--- config.mk ---
export PLATFORM = sky130hd
export DESIGN_NAME = onehot_req_encoder
export DESIGN_NICKNAME = d
export VERILOG_FILES = /design/src/rtl/onehot_req_encoder.sv
export SDC_FILE = /design/constraint.sdc
export NUM_CORES = 1
export LEC_CHECK = 0
export ABC_AREA = 1
export BUFFER_PORTS_ARGS = -buffer_cell sky130_fd_sc_hd__buf_4
export CAP_MARGIN = 20
export CORE_MARGIN = 2
export CORE_UTILIZATION = 38
export CTS_CLUSTER_DIAMETER = 60
export DETAILED_ROUTE_END_ITERATION = 8
export HOLD_SLACK_MARGIN = 0.05
export PLACE_DENSITY = 0.65
export SYNTH_ARGS = -nofsm -noshare
export SYNTH_HDL_FRONTEND = slang
export SYNTH_SLANG_ARGS = --single-unit
--- constraint.sdc ---
create_clock -name clk -period 1.3 [get_ports clk]
set_clock_uncertainty 0.15 [all_clocks]
set_input_delay 0.13 -clock clk [delete_from_list [all_inputs] [get_ports clk]]
set_output_delay 0.13 -clock clk [all_outputs]
set_load 0.02 [all_outputs]
--- src/rtl/onehot_req_encoder.sv ---
// onehot_req_encoder: latches request lines into a pending register and
// presents one pending request at a time as a binary index on a valid/ready
// handshake. MODE=1 picks the lowest pending index; MODE=0 accepts only a
// one-hot pending set and pulses err (discarding the stale set) otherwise.
module onehot_req_encoder #(
    parameter int N    = 8,
    parameter int MODE = 1
) (
    input  logic                 clk,
    input  logic                 rst,
    input  logic [N-1:0]         in,
    output logic [$clog2(N)-1:0] out_idx,
    output logic                 out_valid,
    input  logic                 out_ready,
    output logic                 err,
    output logic [N-1:0]         pending
);
    localparam int W = $clog2(N);

    localparam logic [0:0] IDLE    = 1'b0;
    localparam logic [0:0] PRESENT = 1'b1;

    logic [0:0]   state;
    logic [W-1:0] low_idx;
    logic         multi_hot;
    logic         handshake;
    logic [N-1:0] clr_mask;

    // out_valid is a decode of the registered state, so it is glitch-free
    assign out_valid = (state == PRESENT);
    assign handshake = out_valid && out_ready;

    // x & (x-1) is non-zero exactly when two or more bits of x are set
    assign multi_hot = |(pending & (pending - N'(1)));

    // Lowest set bit of the registered pending value; scanning downwards lets
    // the last (lowest) hit win. Only indices 0..N-1 are ever produced.
    always_comb begin
        low_idx = '0;
        for (int unsigned i = N; i > 0; i--) begin
            if (pending[i-1]) begin
                low_idx = W'(i - 1);
            end
        end
    end

    // One-hot of the presented index, only on the accepting cycle
    always_comb begin
        clr_mask = '0;
        for (int unsigned i = 0; i < N; i++) begin
            clr_mask[i] = handshake && (out_idx == W'(i));
        end
    end

    // Pending accumulation (set wins over clear) and IDLE/PRESENT control
    always_ff @(posedge clk or posedge rst) begin
        if (rst) begin
            state   <= IDLE;
            out_idx <= '0;
            err     <= 1'b0;
            pending <= '0;
        end else begin
            err     <= 1'b0;
            pending <= (pending & ~clr_mask) | in;
            case (state)
                IDLE: begin
                    if (pending != '0) begin
                        if (MODE == 0 && multi_hot) begin
                            // strict mode: drop the ambiguous set, keep only new requests
                            err     <= 1'b1;
                            pending <= in;
                        end else begin
                            out_idx <= low_idx;
                            state   <= PRESENT;
                        end
                    end
                end
                PRESENT: begin
                    if (out_ready) begin
                        state <= IDLE;
                    end
                end
                default: state <= IDLE;
            endcase
        end
    end

endmodule

## After elaboration in Yosys (flattened, before gate mapping)

Cells that the tools add are included.

| word-level totals | value |
|---|---|
| flip-flop bits (word level) | 12 |
| word-level logic and storage cells | 37 |

| operators by class | value |
|---|---|
| eq/ne operators | 7 |
| mux-type cells | 11 |
| bitwise operators | 4 |
| reductions and logical operators | 12 |

Operators by type and width:

| cell | count |
|---|---|
| $mux W3 | 8 |
| $eq A3 B3 Y1 const B | 4 |
| $logic_and A1 B1 Y1 | 9 |
| $and A8 B8 Y8 | 1 |
| $not A8 Y8 | 1 |
| $or A8 B8 Y8 | 1 |
| $reduce_bool A8 Y1 | 1 |
| $eq A3 B2 Y1 const B | 2 |
| $eq A3 B1 Y1 const B | 1 |
| $logic_not A3 Y1 | 1 |
| $mux W1 | 2 |
| $pmux W1 S2 | 1 |
| $reduce_and A2 Y1 | 1 |
| $not A1 Y1 | 1 |

## Longest topological paths before layout

Gate-level depths: netlist of the first run.

| logic depth | value |
|---|---|
| depth after elaboration | 8 |
| mapped depth | 9 |
| depth with buffers taken out | 9 |

## Worst setup path before layout of the first run

No wires, ideal clock.

| timing path | value |
|---|---|
| path kind | register to register |
| from | reg pending[1] |
| to | reg out_idx[1] |
| library setup time | 119 ps |
| data arrival time | 941 ps |
| path slack | 90 ps |
| cell stages (with the launch flop) | 7 |
| buffers on the path | 0 |
| cells stage by stage | dfrtp_1 -> nor2_1 -> nand2_1 -> nand2_2 -> nand2_2 -> nand3_1 -> o21ai_2 |

| on the way | value |
|---|---|
| word-level cells in the longest chain between the ends | 2 |

Ends and longest elaborated chain:

| element | line | text |
|---|---|---|
| from (decl) | 16 | `output logic [N-1:0] pending` |
| from (signal assigned) | 64 | `pending <= (pending & ~clr_mask) \| in;` |
| from (signal assigned) | 71 | `pending <= in;` |
| $reduce_bool A8 Y1 / $mux W3 (equally long branches) | 67, 41 |  |
| $reduce_and A2 Y1 (no source line) / $mux W3 (equally long branches) | n/a |  |
| to (signal assigned) | 73 | `out_idx <= low_idx;` |
| to (decl) | 12 | `output logic [$clog2(N)-1:0] out_idx,` |

Several ways; a longest one is shown, not always the timed one.
A chain may end at the register's enable or synchronous reset.

## Worst setup path after layout of the first run

| timing path | value |
|---|---|
| from | reg pending[3] |
| to | reg out_idx[1] |

| on the way | value |
|---|---|
| word-level cells in the longest chain between the ends | 4 |

Ends and longest elaborated chain:

| element | line | text |
|---|---|---|
| $mux W3 (4 in a row) | 41 | `if (pending[i-1]) begin` |

Several ways; a longest one is shown, not always the timed one.

==> results of run 1 <==
==> cells by family after synthesis <==
family	share of synthesized area
and+or+nand+nor	0.2531
buffers and inverters	0.09959
AOI/OAI and AO/OA	0.1431
DFF	0.4979
other	0.006218
==> power by group <==
part / internal [mW] / switching (mW) / total [mW]
Combinational: 0.215 / 0.295 / 0.510
Clock: 0.170 / 0.122 / 0.292
Sequential: 0.443 / 0.0792 / 0.522
==> how the worst min path moves through the flow <==
stage | from | to | slack [ns] | cells after the start
floorplan | rst | out_idx[0] | -0.16 | 1
CTS | rst | pending[6] | 0.30 | 3
finish | rst | pending[6] | 0.28 | 3
global route | rst | pending[7] | 0.32 | 3
detailed placement | rst | out_valid | 0.04 | 2
global placement | rst | out_valid | 0.03 | 2
==> synth_stat cells (3+ instances only) <==
master,number,share of area
nand2_2,4,0.041
dfrtp_1,12,0.50
inv_1,13,0.081
nor2_2,3,0.031
nor2_1,7,0.044
o21bai_1,6,0.075
nand3_1,3,0.025
o21ai_0,3,0.025
nand2_1,16,0.10
==> registers in the layout, summed over array words and instances, names as in the netlist <==
name,cells
pending,8
out_idx,3
out_valid,1
==> metrics by stage <==
stage,power [mW],hold slack [ns]
finish,1.324,0.2806
floorplan,0.8272,-0.1553
CTS,1.342,0.2970
global placement,1.019,0.03174
detailed placement,1.019,0.03508
global route,1.417,0.3199
==> routing by layer <==
metal | vias up | part of all wire
li1 | 298 | -
met1 | 267 | 0.45
met2 | 22 | 0.45
met3 | 2 | 0.083
met4 | 0 | 0.015
met5 | - | 0
==> timing repair <==
action / CTS / global route
endpoints found under the setup margin: 0 / 1
hold buffers: 10 / 0
hold endpoints to repair: 21 / 0
resized for setup: 0 / 1
==> critical path: cells and delay by family, from the launching register on <==
kind | cells | cell delay, ns
AND/OR/NAND/NOR | 5 | 0.47
flip-flops | 1 | 0.41
AO/OA/AOI/OAI | 1 | 0.05
==> layout make-up <==
cell class              instances  share of cell area
well taps                      16             0.02177
repair buffers                 32              0.2884
multi-input cells              48              0.2667
clock buffers                   4             0.03946
inverters                      14             0.05714
flip-flops and latches         12              0.3265
==> impl_results.md, run 1 <==
- Required @ worst endpoint: between 1 and 1.5 ns
- Highest Clock Rate: 846.2 MHz
- Crit end category: flip-flop
- Die area: 1922 µm²
- Mean post-synth cell area: 8.041 µm²
- Worst setup path end: out_idx[1]
- Clock sinks: 12
- Area Overhead vs Synth: 52.49%
- Crit path from: pending[3]
- Synthesis Warnings: 0
- Die width: 43.84 µm
- DRT Wirelength: 1268 µm
- Number of synthesized flops with an enable pin: 0
- RSZ-0062 raised after global routing: false
- Placed cell areas: ~780 µm²
- Routed WL per cell: about 10 µm
- Die Height: 43.84 µm
- Post-route cell area: 919.6 µm²
- Setup slack, reg-to-reg: about 0.12 ns
- Worst R2R Path Depth: 6
- Max-slew violations: 0
- Port Buffers: 22
- Clock-pin slew on the worst setup and hold paths: 0.08 ns
- DR pass1 iterations: 4
- Met2 usage: 0.2471
- Drt initial violations: 12
- Fin util: 0.6176
- #FFs+latches synth: 12
- Met3 usage: 0.02917
- # diodes: 0
- Final WS setup: 0.1182 ns
- Root Driver: clkbuf_4
- Asr flop ratio synth: 1.000
- Syn_nets: 86
- Initial antenna violation count: 0
- Core Region: 1489 µm²
- Maximum fanout along the worst path: 5
- First-pass GRT wire length: 2235 µm
- Placed Cells: about 110
- Arrival time at the worst endpoint: 1.19 ns
- Non-filler cells, final: 126
- Max-Cap Viols: 0
- Cells after synthesis: between 70 and 80
- Met1 Track Usage GR: 0.2100
- Critical path class: reg -> reg
- I/O Pins: 24
- Fill count: 136
- Drt drc: 0
- Setup violations, final: 0
- Status: completed
- Worst hold path type: in -> async
- Count of cell types in the netlist: 17
- Min Tclk post-route: 1.182 ns
- Largest net degree at the start of global routing: 13
- Maximum VDD drop: 0.8582 mV
- Nets: between 100 and 150
- Antenna Nets Post-Route: 0
- Post-CTS setup buffers: 0
- Setup WS pre-CTS: 0.1207 ns
- R2R Path End: out_idx[1]
- Bufs on Longest Clock Path: 2
- CTS tree: built
- Cells along the critical path: nor2_2, nand2_1, nand2_2, nand2_2, nand3_1, o21ai_2
- LEAKAGE: 0.4772 nW
- Gpl congestion: 0.8424
- Commonest cells after routing, fill and taps aside: 22 x buf_4, 16 x nand2_1, 13 x inv_1
- Worst setup SP type: flip-flop
- Via count: 589
- Final Cycle Share: 0.9091
- Crit-path max cell delay: 0.41 ns
- Hold Vio Cnt, Final: 0
- Number of global-route vias before repair: roughly 550
- Dpl hpwl: 990.4 µm
- Predominant post-synthesis flop cell: dfrtp_1
- Synthesized area: 603.1 µm²
- Share of cells above drive strength 1: 0.3273
- Most frequent CP cell: nand2_2
- PD cells: 1439 nW/µm²
- Initial core utilization: 0.4050
- CTS H-tree depth: 1
- Row cnt: 14
- Area of the multi-input gates: approximately 250 µm²
- Most used routing layer: met2
- Clk Latency, worst-skew pair: 0.26 ns
- Cts bufs inserted: 3
- Final setup TNS: 0 ns
- Register area: 300.3 µm²
- Worst R2R Start: pending[3]
- Worst path slowest cell: dfrtp_1
- Vias per inst: 4.675
- GR Overflow Total: 0
- Tot GR Track Use: 0.1602
- Commonest non-fill, non-tap cell in the layout: buf_4
- Register area share after synthesis: 0.4979
No activity file was read; power rests on OpenSTA's default activity.
==> inputs of run 2 (changes only) <==
Clock period 1.3 ns to 1.15 ns, I/O delays scaled along.
==> impl_results.md, run 2 (synthesis results as in run 1) <==
- Status: finished, violations left
- Failing checks: setup timing
- Min Tclk post-route: 1.233 ns
- Max-slew violations: 0
- Setup slack, reg-to-reg: -0.08 ns
- Crit end category: flip-flop
- Fin util: 0.7353
- Area Overhead vs Synth: 81.54%
- Initial antenna violation count: 0
- Clock sinks: 12
- First-pass GRT wire length: 2490 µm
- Drt initial violations: 25
- Routed WL per cell: 12.05 µm
- Switching Share: 0.3845
- Clock power share: 0.194
- Final Cycle Share: 1.072
- Max-Cap Viols: 0
- Cts bufs inserted: 3
- Bufs on Longest Clock Path: 2
- Maximum fanout along the worst path: 5
- Required @ worst endpoint: 1.17 ns
- Share of cells above drive strength 1: 0.5333
- Dpl hpwl: 1066 µm
- Via count: about 660
- Nets: 132
- CTS tree: built
- Row cnt: 14
- Core Region: 1489 µm²
- Worst hold path type: in -> async
- Arrival time at the worst endpoint: between 1 and 1.5 ns
- # diodes: 0
- Number of flip-flops in the largest register: 8
- Highest Clock Rate: 811.1 MHz
- Setup violations, final: 10
- Top reg by flops: pending
- Port Buffers: 22
- DR pass1 iterations: 5
- Net Switching: 683.5 µW
- GR Overflow Total: 0
- Die width: about 44 µm
- Worst setup SP type: flip-flop
- I/O Pins: 24
- Maximum VDD drop: 1.109 mV
- Logic pwr share: 0.461
- Placed Cells: around 120
- Hold slack: 0.2529 ns
- Critical path class: reg -> reg
- Initial core utilization: 0.4050
- Number of global-route vias before repair: 619
- Tot GR Track Use: 0.1748
- LEAKAGE: 0.5377 nW
- Clock-pin slew on the worst setup and hold paths: 0.08 ns
- PD cells: roughly 1600 nW/µm²
- Non-filler cells, final: roughly 140
- Largest net degree at the start of global routing: 13
- Commonest cells after routing, fill and taps aside: 17 x buf_4, 16 x nand2_1, 15 x buf_6
- Antenna Nets Post-Route: 0
- Commonest non-fill, non-tap cell in the layout: buf_4
- Seq pwr share: 0.344
- Final WS setup: -0.08292 ns
- Clk Latency, worst-skew pair: 0.27 ns
- Die area: between 1500 and 2000 µm²
- Die Height: 43.84 µm
- Gpl congestion: 0.8001
- Drt drc: 0
- Internal power: 1.094 mW
- DRT Wirelength: 1639 µm
- Final setup TNS: -0.5040 ns
- CTS H-tree depth: 1
- Hold Vio Cnt, Final: 0
- Root Driver: clkbuf_4
- Vias per inst: 4.868
- RSZ-0062 raised after global routing: true
## run 2: power groups by stage
| stage | Combinational [mW] | Sequential [mW] | Clock [mW] |
|---|---|---|---|
| 4_1_cts | 0.727 | 0.595 | 0.352 |
| 5_1_grt | 0.889 | 0.621 | 0.372 |
| 2_1_floorplan | 0.255 | 0.690 | 0 |
| 3_5_place_dp | 0.613 | 0.593 | 0 |
| 3_3_place_gp | 0.613 | 0.593 | 0 |
| 6_report | 0.820 | 0.612 | 0.346 |
## run 2: routing by layer
metal	wire length, µm	global-route usage	vias up
met5	0	0	-
li1	-	-	320
met4	51	0.06061	0
met2	812	0.3029	28
met1	673	0.2152	306
met3	102	0.03333	8
## run 2: what timing repair did
item | in CTS | in global routing
pin swaps | 5 | 10
buffers inserted | 2 | 2
endpoints found under the hold margin | 21 | 0
hold buffers | 10 | 0
gates resized for setup | 15 | 14
endpoints found under the setup margin | 9 | 21
## run 2: metrics by stage
stage,power [mW],cell area (µm²),setup slack (ns)
finish,1.778,1095,-0.08292
global route,1.882,1095,-0.1081
CTS,1.674,1044,-0.05899
detailed placement,1.206,839.6,-0.04419
global placement,1.206,839.6,-0.03919
floorplan,0.9453,616.8,-0.02399
## run 2: cell type report
| type | count | area (µm²) |
|---|---|---|
| clock buffers | 4 | 36.28 |
| fillers | 109 | 394.1 |
| inverters | 14 | 52.55 |
| repair buffers | 42 | 396.6 |
| well taps | 16 | 20.02 |
| multi-input cells | 48 | 276.5 |
| flip-flops and latches | 12 | 312.8 |
## run 2: path summary, 6_finish.rpt
| path | from | to | cells after the start |
|---|---|---|---|
| worst max-delay path | pending[1] | out_idx[1] | 6 |
| worst min register to register | pending[7] | pending[7] | 2 |
| worst max register to register | pending[1] | out_idx[1] | 6 |
| min in group clk | pending[7] | pending[7] | 2 |
| max in group asynchronous | rst | pending[2] | 3 |
| worst min-delay path | rst | out_idx[2] | 3 |
## run 2: critical path, cell delays in order (launching register included)
cell and delay [ns]:
dfrtp_2 0.44, nor2_4 0.13, nand2_1 0.09, nand2_2 0.13
nand2_2 0.08, nand3_2 0.07, o21ai_2 0.05
